`config.mk`:
```
export PLATFORM = sky130hd
export DESIGN_NAME = dmem_lsu
export DESIGN_NICKNAME = d
export VERILOG_FILES = /design/src/rtl/dmem_lsu_pkg.sv /design/src/rtl/dmem_lane_merge.sv /design/src/rtl/dmem_lsu.sv
export SDC_FILE = /design/constraint.sdc
export NUM_CORES = 1
export LEC_CHECK = 0
export CORE_ASPECT_RATIO = 2
export CORE_UTILIZATION = 40
export CTS_CLUSTER_SIZE = 14
export DETAILED_ROUTE_END_ITERATION = 6
export DONT_BUFFER_PORTS = 1
export MAX_ROUTING_LAYER = met4
export PLACE_DENSITY = 0.59
export SLEW_MARGIN = 20
export SYNTH_ARGS = -nofsm -noshare
export SYNTH_HDL_FRONTEND = slang
export SYNTH_SLANG_ARGS = --single-unit
```
`constraint.sdc`:
```
create_clock -name clk -period 1.6 [get_ports clk]
set_input_delay 0.32 -clock clk [delete_from_list [all_inputs] [get_ports clk]]
set_output_delay 0.32 -clock clk [all_outputs]
set_load 0.02 [all_outputs]
```
`src/rtl/dmem_lsu_pkg.sv`:
```
// Shared types and widths for the data-memory load/store unit.
package dmem_lsu_pkg;

  localparam int unsigned DATA_W = 16;
  localparam int unsigned LANE_W = 8;

  typedef enum logic [2:0] {
    IDLE      = 3'd0,
    LD_ISSUE  = 3'd1,
    LD_CAPT   = 3'd2,
    RMW_ISSUE = 3'd3,
    RMW_MERGE = 3'd4,
    ST_WRITE  = 3'd5
  } state_t;

  // Request fields still needed after the accepting edge
  typedef struct packed {
    logic              is_byte;
    logic              is_signed;
    logic              lane_hi;
    logic [LANE_W-1:0] wbyte;
  } req_t;

endpackage

```
`src/rtl/dmem_lane_merge.sv`:
```
// Byte-lane extraction with sign/zero extension for loads, and byte merge for
// read-modify-write stores.
module dmem_lane_merge
  import dmem_lsu_pkg::*;
(
  input  logic [DATA_W-1:0] word,
  input  logic              lane_hi,
  input  logic              is_byte,
  input  logic              is_signed,
  input  logic [LANE_W-1:0] wbyte,
  output logic [DATA_W-1:0] load_c,
  output logic [DATA_W-1:0] merge_c
);

  logic [LANE_W-1:0] lane;

  always_comb begin
    lane    = lane_hi ? word[DATA_W-1:LANE_W] : word[LANE_W-1:0];
    load_c  = word;
    if (is_byte) begin
      load_c = {{LANE_W{is_signed & lane[LANE_W-1]}}, lane};
    end
    merge_c = lane_hi ? {wbyte, word[LANE_W-1:0]} : {word[DATA_W-1:LANE_W], wbyte};
  end

endmodule

```
`src/rtl/dmem_lsu.sv`:
```
// Load/store unit between the CPU MEM stage and a 1024x16 single-port data RAM.
// Byte stores go through read-modify-write because the RAM has no byte enables.
module dmem_lsu
  import dmem_lsu_pkg::*;
#(
  parameter int unsigned       ADDR_W    = 16,
  parameter int unsigned       MEM_AW    = 10,
  parameter logic [ADDR_W-1:0] BASE_ADDR = '0
) (
  input  logic              clk,
  input  logic              rst_n,
  input  logic              req_valid,
  output logic              req_ready,
  input  logic              req_we,
  input  logic              req_byte,
  input  logic              req_signed,
  input  logic [ADDR_W-1:0] req_addr,
  input  logic [DATA_W-1:0] req_wdata,
  output logic              rsp_valid,
  output logic [DATA_W-1:0] rsp_rdata,
  output logic              rsp_err,
  output logic              mem_ce,
  output logic              mem_oce,
  output logic              mem_wre,
  output logic              mem_reset,
  output logic [MEM_AW-1:0] mem_ad,
  output logic [DATA_W-1:0] mem_din,
  input  logic [DATA_W-1:0] mem_dout
);

  state_t            state;
  req_t              req;
  logic [MEM_AW-1:0] idx;
  logic              accept_c;
  logic              err_c;
  logic [MEM_AW-1:0] idx_c;
  logic [DATA_W-1:0] load_c;
  logic [DATA_W-1:0] merge_c;

  assign accept_c  = req_valid && req_ready;
  assign idx_c     = MEM_AW'((req_addr - BASE_ADDR) >> 1);
  assign err_c     = (req_addr[ADDR_W-1:MEM_AW+1] != BASE_ADDR[ADDR_W-1:MEM_AW+1]) ||
                     (!req_byte && req_addr[0]);
  assign mem_oce   = mem_ce;
  assign mem_reset = !rst_n;

  dmem_lane_merge u_lane_merge (
    .word      (mem_dout),
    .lane_hi   (req.lane_hi),
    .is_byte   (req.is_byte),
    .is_signed (req.is_signed),
    .wbyte     (req.wbyte),
    .load_c    (load_c),
    .merge_c   (merge_c)
  );

  // Controller; RAM strobes are registered so they line up with the issue/write states
  always_ff @(posedge clk or negedge rst_n) begin
    if (!rst_n) begin
      state     <= IDLE;
      req       <= '0;
      idx       <= '0;
      req_ready <= 1'b0;
      rsp_valid <= 1'b0;
      rsp_rdata <= '0;
      rsp_err   <= 1'b0;
      mem_ce    <= 1'b0;
      mem_wre   <= 1'b0;
      mem_ad    <= '0;
      mem_din   <= '0;
    end else begin
      req_ready <= 1'b0;
      rsp_valid <= 1'b0;
      rsp_rdata <= '0;
      rsp_err   <= 1'b0;
      mem_ce    <= 1'b0;
      mem_wre   <= 1'b0;
      mem_ad    <= '0;
      mem_din   <= '0;
      case (state)
        IDLE: begin
          req_ready <= 1'b1;
          if (accept_c) begin
            req <= '{is_byte: req_byte, is_signed: req_signed,
                     lane_hi: req_addr[0], wbyte: req_wdata[LANE_W-1:0]};
            idx <= idx_c;
            if (err_c) begin
              rsp_valid <= 1'b1;
              rsp_err   <= 1'b1;
            end else begin
              req_ready <= 1'b0;
              mem_ce    <= 1'b1;
              mem_ad    <= idx_c;
              if (!req_we) begin
                state <= LD_ISSUE;
              end else if (req_byte) begin
                state <= RMW_ISSUE;
              end else begin
                state   <= ST_WRITE;
                mem_wre <= 1'b1;
                mem_din <= req_wdata;
              end
            end
          end
        end
        LD_ISSUE:  state <= LD_CAPT;
        LD_CAPT: begin
          state     <= IDLE;
          req_ready <= 1'b1;
          rsp_valid <= 1'b1;
          rsp_rdata <= load_c;
        end
        RMW_ISSUE: state <= RMW_MERGE;
        RMW_MERGE: begin
          state   <= ST_WRITE;
          mem_ce  <= 1'b1;
          mem_wre <= 1'b1;
          mem_ad  <= idx;
          mem_din <= merge_c;
        end
        ST_WRITE: begin
          state     <= IDLE;
          req_ready <= 1'b1;
          rsp_valid <= 1'b1;
        end
        default: begin
          state     <= IDLE;
          req_ready <= 1'b1;
        end
      endcase
    end
  end

endmodule

```
* After elaboration in Yosys (flattened, before gate mapping)
Index checks and enable logic that the tools add are counted.
Storage, ports and cells: bits in registers 71, bits in latches 0, memory bits (writable) 0, memory bits (read-only) 0, logic and storage cells 64, memories kept 0
Operators by class: add/sub/neg operators 0, multiply operators 0, divide/modulo/power cells 0, $lt $le $gt $ge 0, equal/unequal tests 7, shifts and indexed selects 0, mux-type cells 31, bitwise logic cells 1, reduce and logical (&&, ||, !) cells 11
Operator list (count):
- $mux 16 | 7
- $pmux 16 s2 | 1
- $mux 10 | 2
- $pmux 10 s2 | 1
- $mux 3 | 4
- $pmux 3 s4 | 1
- $mux 1 | 10
- $mux 8 | 1
- $pmux 1 s2 | 4
- $eq 3x2->1 const B | 2
- $eq 3x3->1 const B | 2
- $reduce_bool 5->1 | 1
- $ne 2x2->1 const B | 2
- $reduce_and 2->1 | 2
- $eq 3x1->1 const B | 1
- $logic_not 3->1 | 1
- $reduce_or 3->1 | 1
- $logic_and 1x1->1 | 2
- $logic_not 1->1 | 2
- $reduce_or 2->1 | 1
- $and 1x1->1 | 1
- $logic_or 1x1->1 | 1

* Logic depth before layout (Yosys ltp)
Gate-level depths: netlist of the first run.
depth after elaboration 6, gate-level depth with buffers 5, gate-level depth less buffers 3

* By module
Synthesis of the first run repeated with hierarchy kept, for this count alone.
Second synthesis, totals: cell total of the unflattened synthesis 273, area total of the unflattened synthesis 3284.4 µm²
By module, submodules not included:
- dmem_lsu | instances 1, cells an instance 216, area each 2824.0 µm², sequential area each 1776.7 µm²
- dmem_lane_merge | instances 1, cells an instance 57, area each 460.4 µm², sequential area each 0.0 µm²

* Least setup slack after synthesis of the first run
Ideal clock, no wire load.
path kind reg-to-reg, start point register req_ready, end point register idx[0], data arrival time 1.462 ns, required time 1.475 ns, slack 0.013 ns, stages on the path, launching flop included 6, buffers on the path 2, cell sequence dfrtp_1 > and2_1 > clkbuf_1 > and2_1 > buf_6 > mux2_2
Between the ends: cells in the longest elaborated chain, start to end 2
RTL lines:
- start: declaration | line dmem_lsu.sv:13 | output logic req_ready,
- start signal: assignment | line dmem_lsu.sv:63 | req_ready <= 1'b0;
- start signal: assignment | line dmem_lsu.sv:72 | req_ready <= 1'b0;
- start signal: assignment | line dmem_lsu.sv:82 | req_ready <= 1'b1;
- $logic_and 1x1->1 | line dmem_lsu.sv:40 | assign accept_c = req_valid && req_ready;
- $reduce_and 2->1 (no source line)
- end signal: assignment | line dmem_lsu.sv:86 | idx <= idx_c;
- end: declaration | line dmem_lsu.sv:33 | logic [MEM_AW-1:0] idx;
Every way passes these cells. A chain may end at the register's enable or synchronous reset.

* Worst setup path after layout of the first run
start point register state[2], end point register rsp_rdata[11]
Between the ends: cells in the longest elaborated chain, start to end 2
RTL lines:
- start: declaration | line dmem_lsu.sv:31 | state_t state;
- start signal: assignment | line dmem_lsu.sv:60 | state <= IDLE;
- start signal: assignment | line dmem_lsu.sv:95 | state <= LD_ISSUE;
- start signal: assignment | line dmem_lsu.sv:97 | state <= RMW_ISSUE;
- $eq 3x2->1 | line dmem_lsu.sv:80 | case (state)
- $mux 16 | line dmem_lsu.sv:80
- end signal: assignment | line dmem_lsu.sv:111 | rsp_rdata <= load_c;
- end: declaration | line dmem_lsu.sv:20 | output logic [DATA_W-1:0] rsp_rdata,
Every way passes these cells.

==> summary.md, run 1 <==
| Metric | Value |
|---|---|
| Result of the run | finished with violations |
| Violations in the final reports | negative hold slack |
| Syn. warnings | 0 |
| Worst endpoint required time | 1.84 ns |
| Headroom to the max-slew limit | 0.7134 |
| Detailed-placement wirelength estimate | 5040 um |
| Simple-gate area share of the yosys netlist | 0.1047 |
| Vias per inst | 5.618 |
| Site row count | 45 |
| Gate count of the mapped netlist | 261 |
| Count of buffers added by post-CTS timing repair for setup | 0 |
| Final worst path period share | 0.9105 |
| Post-synthesis instance area | 3084 um2 |
| Insertion delay to the later sink of the worst-skew pair | 0.33 ns |
| Total of flip-flops plus latches after synthesis | 71 |
| Average routed wire per standard cell | 19.46 um |
| Number of buffers inserted during clock tree synthesis | 9 |
| Maximum buffer depth of the clock tree | 2 |
| Maximum number of pins on one net before global-route repair | 73 |
| Remaining antenna violation count after routing | 0 |
| Post-route DRC violation count | 0 |
| Power per unit of standard cell area | 2028 nW/um2 |
| CP top delay family | simple AND/OR/NAND/NOR gates |
| Antenna violations before repair | 0 |
| Gpl congestion | 0.7733 |
| Delay of the slowest cell on the worst path | 0.43 ns |
| Net Count, Synth | 315 |
| Adder-cell area share of the yosys netlist | 0 |
| Critical path arrival | 1.70 ns |
| Mean instance size in the synthesized netlist | 11.82 um2 |
| Diodes inserted | 0 |
| Leakage power summed over all cells | 1.596 nW |
| Total Routed Length | 7082 um |
| Net Sw Power | 2.430 mW |
| Reg power frac | 0.428 |
| Worst IR Drop VDD | 0.0007710 V |
| Kind of start point of the critical path | register |
| CP cell instances | buf_4 > or3b_1 > a21o_4 > a21oi_1 |
| Post-synthesis xor/xnor area fraction | 0 |
| Placed cells | 351 |
| Initial Util | 0.4088 |
| Pins over their slew limit | 0 |
| Main combinational cell family by area after synthesis | multiplexers |
| Proportion of total power due to net switching | 0.3403 |
| CTS Root Buffer Type | sky130_fd_sc_hd__clkbuf_16 |
| Share of total power in the clock network | 0.255 |
| Setup total negative slack | 0 ns |
| Finished Core Util | 0.4668 |
| First-pass GRT wire length | 11400 um |
| Design area | 3522 um2 |
| Clock Skews | 0.006931 ns |
| Kind of capture point of the worst setup path | register |
| Logic gate share of total power | 0.317 |
| Share of the yosys chip area belonging to registers | 0.5761 |
| Number of nets in the finished design | 322 |
| Die Height | 126.2 um |
| Area inside the core boundary | 7545 um2 |
| Slowest cell on the critical path | sky130_fd_sc_hd__or3b_1 |
| Die ar. | 8087 um2 |
| Worst-path clk slew | 0.05 ns |
| Fraction of layout cells with a size suffix above 1 | 0.2593 |
| Combined buffer and inverter count along the critical path | 1 |
| Clock period minus final worst setup slack | 1.457 ns |
| Non-filler cells in the finished layout | 364 |
| Worst Setup Path Type | register to register |
| Number of max-cap violations | 0 |
| Total overflow reported by the global router | 0 |
| Total iterations of the first detailed-routing run | 4 |
| Final setup violation count | 0 |
| Synth unique cells | 32 |
| Overall die width | 64.09 um |
| Placed standard-cell area | 3246 um2 |
| Final Hold Violating Endpoints | 71 |
| Port Buf Inserts | 0 |
| Fmax | 686.4 MHz |
| Compound-cell area share of the yosys netlist | 0.1237 |
| Boundary Pins | 103 |
| H-Tree Depth | 3 |
| Largest fanout on the critical path | 8 |
| Vias | 2045 |
| Count of routing violations after the opening detailed-route iteration | 144 |
| Growth of design area from synthesis to finish | 14.20% |
| Worst hold path class | input port to asynchronous set/reset pin |
| CTS tree | built |
| Post-synthesis mux area share | 0.1383 |
| Register-to-register setup slack | 0.14 ns |
| Power Internal | 4.712 mW |
| GRT Resource Usage Total | 0.1979 |
| Via count of the first global-routing pass | 2179 |
| Pin slew with the least headroom to its limit | 0.4260 ns |
| Unrepaired setup endpoints after global routing | no |
| Hold_ws | -0.3193 ns |
| Number of sinks handled by clock tree synthesis | 71 |
## Yosys cell counts (all sizes together)
library cell / n / area, um2
nand2: 28 / 105.1
and2: 2 / 12.51
and3: 1 / 6.260
o21ai: 2 / 10.01
a21o: 2 / 22.52
nor3b: 2 / 20.02
nand4b: 1 / 15.01
a21oi: 16 / 80.08
inv: 19 / 71.32
nor2: 3 / 11.26
a41oi: 2 / 17.52
nor4: 1 / 6.260
a32o: 10 / 100.1
or3b: 1 / 8.760
mux2: 37 / 416.7
buf: 13 / 86.33
clkbuf: 5 / 18.77
nor3: 4 / 25.02
a211oi: 2 / 15.01
mux2i: 1 / 10.01
a31o: 1 / 8.760
nand3: 10 / 50.05
nand2b: 9 / 56.30
dfrtp: 71 / 1777
o31ai: 17 / 127.6
nand4: 1 / 6.260
## worst paths after layout
| path | start | endpoint | cells past startpoint |
|---|---|---|---|
| setup / recovery | state[2] | rsp_rdata[11] | 4 |
| min in group clk | mem_dout[7] | rsp_rdata[7] | 2 |
| hold reg to reg | idx[3] | mem_ad[3] | 1 |
| hold / removal | rst_n | mem_din[5] | 0 |
| setup reg to reg | state[2] | rsp_rdata[11] | 4 |
| max in group asynchronous | rst_n | rsp_rdata[11] | 0 |
## registers in the layout, indices dropped and copies added (netlist names), 3 cells and up
signal	count
state	3
rsp_rdata	16
idx	10
mem_ad	10
mem_din	16
req	11
## area by class of cell
class,instances,area [um2]
multi-input cells,153,1142
fillers,735,4023
inverters,19,71.32
repair buffers,14,142.6
flip-flops and latches,71,1777
well taps,94,117.6
clock inverters,1,5.005
clock buffers,12,266.5
## cells by family (layout without fill, tap and decap cells)
group | Yosys count | count (layout)
mux | 38 | 38
buf+inv | 37 | 46
flops | 71 | 71
compound gates | 52 | 52
simple gates | 63 | 63
## repair_timing
| action | in CTS | in global routing |
|---|---|---|
| endpoints found under the hold margin | 71 | 71 |
| endpoints found under the setup margin | 0 | 3 |
| resized for setup | 0 | 1 |
## power groups by stage
| stage | Sequential (mW) | Clock, mW | Combinational (mW) |
|---|---|---|---|
| after floorplan | 2.97 | 0 | 1.79 |
| after global placement | 3.06 | 0 | 2.22 |
| after detailed placement | 3.09 | 0 | 2.28 |
| after CTS | 3.06 | 1.87 | 2.29 |
| after global routing | 3.13 | 1.93 | 2.48 |
| final | 3.06 | 1.82 | 2.27 |
## routing by layer
layer / global-route usage / vias up / wire (um)
li1: - / 928 / -
met1: 0.1851 / 1027 / 2341
met2: 0.3473 / 75 / 4022
met3: 0.06159 / 15 / 504
met4: 0.1111 / 0 / 213
met5: - / - / 0
## metrics by stage
stage / hold slack (ns) / total power, mW / setup WS (ns)
final: -0.3193 / 7.142 / 0.1432
after detailed placement: 0.02551 / 5.364 / 0.1122
after global routing: -0.3260 / 7.546 / 0.05608
after CTS: -0.3288 / 7.215 / 0.1040
after global placement: 0.02555 / 5.283 / 0.1559
after floorplan: 0.02441 / 4.755 / 0.01344
## placed cells by master, fill, tap and decap left out, drive strengths merged
master and n:
nor3b 2, mux2i 1, inv 19, nand2b 9, nor2 3, mux2 37
buf 14, a21oi 16, a41oi 2, nand3 10, a31o 1, o21ai 2
or3b 1, nor3 4, nand2 28, dfrtp 71, and2 2, and3 1
nor4 1, clkbuf 12, nand4 1, clkinv 1, a211oi 2, nand4b 1
o31ai 17, a21o 2, a32o 10
(Power assumes the default switching activity.)
==> inputs of run 2 (changes only) <==
HOLD_SLACK_MARGIN = 0.12   (was unset)
==> run 2 against run 1 <==
Effect of this change:
- the run still ends with negative hold slack left
- non-clock buffer count grew 9
- wire length grew 1.3%
- cell area rose by 2.6%
- sequential cell count unchanged
- via count is 2.3% higher
- combinational power barely moved
- critical endpoint unchanged
- highest routed layer unchanged
==> summary.md, run 2 (synthesis results as in run 1) <==
| Metric | Value |
|---|---|
| Total Routed Length | 7176 um (+1.3%) |
| Unrepaired setup endpoints after global routing | no |
| Number of max-cap violations | 0 (unchanged) |
| Final worst path period share | 0.9069 (-0.003665) |
| Headroom to the max-slew limit | 0.7134 (unchanged) |
| Vias | 2092 (+2.3%) |
| Share of total power in the clock network | 0.254 (about the same) |
| Port Buf Inserts | 0 (unchanged) |
| Final Hold Violating Endpoints | 71 (unchanged) |
| Fraction of layout cells with a size suffix above 1 | 0.2509 (-0.008363) |
| Die ar. | 8087 um2 (unchanged) |
| Area inside the core boundary | 7545 um2 (unchanged) |
| Number of sinks handled by clock tree synthesis | 71 (unchanged) |
| Worst-case setup margin in the final layout | 0.1490 ns (+0.005864 ns) |
| Placed cells | 351 (unchanged) |
| Kind of start point of the critical path | register |
| Growth of design area from synthesis to finish | 17.12% |
| Overall die width | 64.09 um (unchanged) |
| CTS Root Buffer Type | sky130_fd_sc_hd__clkbuf_16 |
| Clock Skews | 0.007473 ns (+0.0005427 ns) |
| Vias per inst | 5.609 (-0.17%) |
| Number of nets in the finished design | 331 (+2.8%) |
| Largest registers in the final layout | mem_din x16, rsp_rdata x16, req x11 |
| Reg power frac | 0.427 (about the same) |
| Via count of the first global-routing pass | 2218 (+1.8%) |
| Worst Setup Path Type | register to register |
| Boundary Pins | 103 (unchanged) |
| Worst hold path class | input port to asynchronous set/reset pin |
| H-Tree Depth | 3 (unchanged) |
| Site row count | 45 (unchanged) |
| Total of hold buffers inserted after clock tree synthesis | 9 |
| Initial Util | 0.4088 (unchanged) |
| Total overflow reported by the global router | 0 (unchanged) |
| Detailed-placement wirelength estimate | 5040 um (unchanged) |
| Setup total negative slack | 0 ns (unchanged) |
| Average routed wire per standard cell | 19.24 um (-1.1%) |
| Diodes inserted | 0 (unchanged) |
| Largest fanout on the critical path | 8 (unchanged) |
| Maximum buffer depth of the clock tree | 2 (unchanged) |
| Power Internal | 4.726 mW (+0.30%) |
| Placement-stage worst setup slack | 0.1122 ns (unchanged) |
| Most common cell after layout, fill and taps aside | sky130_fd_sc_hd__dfrtp_1 |
| CTS tree | built |
| Violations in the final reports | negative hold slack |
| GRT Resource Usage Total | 0.2010 (+0.003092) |
| Design area | 3612 um2 (+2.6%) |
| Non-filler cells in the finished layout | 373 (+2.5%) |
| Placed standard-cell area | 3246 um2 (unchanged) |
| Antenna violations before repair | 0 (unchanged) |
| Worst endpoint required time | 1.85 ns (about the same) |
| Worst-path clk slew | 0.05 ns (about the same) |
| Die Height | 126.2 um (unchanged) |
| Number of buffers inserted during clock tree synthesis | 9 (unchanged) |
| Post-route DRC violation count | 0 (unchanged) |
| Maximum number of pins on one net before global-route repair | 73 (unchanged) |
| Count of buffers added by post-CTS timing repair for setup | 0 (unchanged) |
| Proportion of total power due to net switching | 0.3399 (-0.0003999) |
| First-pass GRT wire length | 11580 um (+1.6%) |
| Hold_ws | -0.3204 ns (-0.001117 ns) |
| Clock period minus final worst setup slack | 1.451 ns (-0.005864 ns) |
| Net Sw Power | 2.433 mW (+0.12%) |
| Total iterations of the first detailed-routing run | 5 (+1) |
| Gpl congestion | 0.7733 (unchanged) |
| Remaining antenna violation count after routing | 0 (unchanged) |
| Result of the run | finished with violations |
| Count of routing violations after the opening detailed-route iteration | 143 (-0.69%) |
| Power per unit of standard cell area | 1982 nW/um2 (-2.3%) |
| Leakage power summed over all cells | 1.633 nW (+2.4%) |
| Insertion delay to the later sink of the worst-skew pair | 0.33 ns (about the same) |
| Logic gate share of total power | 0.319 (+0.002) |
| Fmax | 689.2 MHz (+0.40%) |
| Critical path arrival | 1.70 ns (about the same) |
| Kind of capture point of the worst setup path | register |
| Final setup violation count | 0 (unchanged) |
| Commonest cells after routing, fill and taps aside | 71 x sky130_fd_sc_hd__dfrtp_1, 37 x sky130_fd_sc_hd__mux2_2, 28 x sky130_fd_sc_hd__nand2_1, 19 x sky130_fd_sc_hd__inv_1, 17 x sky130_fd_sc_hd__o31ai_1 |
| Pin slew with the least headroom to its limit | 0.4260 ns (unchanged) |
| Total chip power | 7.159 mW (+0.24%) |
| Pins over their slew limit | 0 (unchanged) |
| Finished Core Util | 0.4788 (+0.01194) |
| Worst IR Drop VDD | 0.0007707 V (about the same) |
==> run 2: cell type report <==
class | count | area [um2]
Sequential cell | 71 | 1777
Tap cell | 94 | 117.6
Multi-Input combinational cell | 153 | 1142
Clock inverter | 1 | 5.005
Inverter | 19 | 71.32
Fill cell | 728 | 3933
Timing Repair Buffer | 23 | 232.7
Clock buffer | 12 | 266.5
==> run 2: worst paths after layout <==
check                        startpoint             to  slack (ns)  cells after the start
max in group asynchronous         rst_n  rsp_rdata[11]        1.80                      0
hold / removal                    rst_n     mem_din[5]       -0.32                      0
setup / recovery               state[2]  rsp_rdata[11]        0.15                      4
setup reg to reg               state[2]  rsp_rdata[11]        0.15                      4
hold reg to reg                  idx[3]      mem_ad[3]        0.49                      1
min in group clk           req_wdata[5]     mem_din[5]        0.12                      2
==> run 2: what timing repair did <==
action                                 4_1_cts  5_1_grt
resized for setup                            0        1
endpoints found under the hold margin       80       71
setup endpoints to repair                    0        3
==> run 2: layer usage <==
metal / track usage / part of all wire
met1: 0.1921 / 0.33
met2: 0.3536 / 0.57
met3: 0.05797 / 0.069
met4: 0.1085 / 0.032
met5: - / 0
==> run 2: power by group through the flow <==
stage | Sequential (mW) | Combinational (mW) | Clock (mW)
2_1_floorplan | 2.97 | 1.79 | 0
3_3_place_gp | 3.06 | 2.22 | 0
3_5_place_dp | 3.09 | 2.28 | 0
4_1_cts | 3.06 | 2.30 | 1.87
5_1_grt | 3.13 | 2.50 | 1.93
6_report | 3.06 | 2.28 | 1.82
==> run 2: critical path, stage by stage, from the launching register on <==
cell	delay, ns
sky130_fd_sc_hd__dfrtp_1	0.39
sky130_fd_sc_hd__buf_4	0.16
sky130_fd_sc_hd__or3b_1	0.43
sky130_fd_sc_hd__a21o_4	0.24
sky130_fd_sc_hd__a21oi_1	0.14
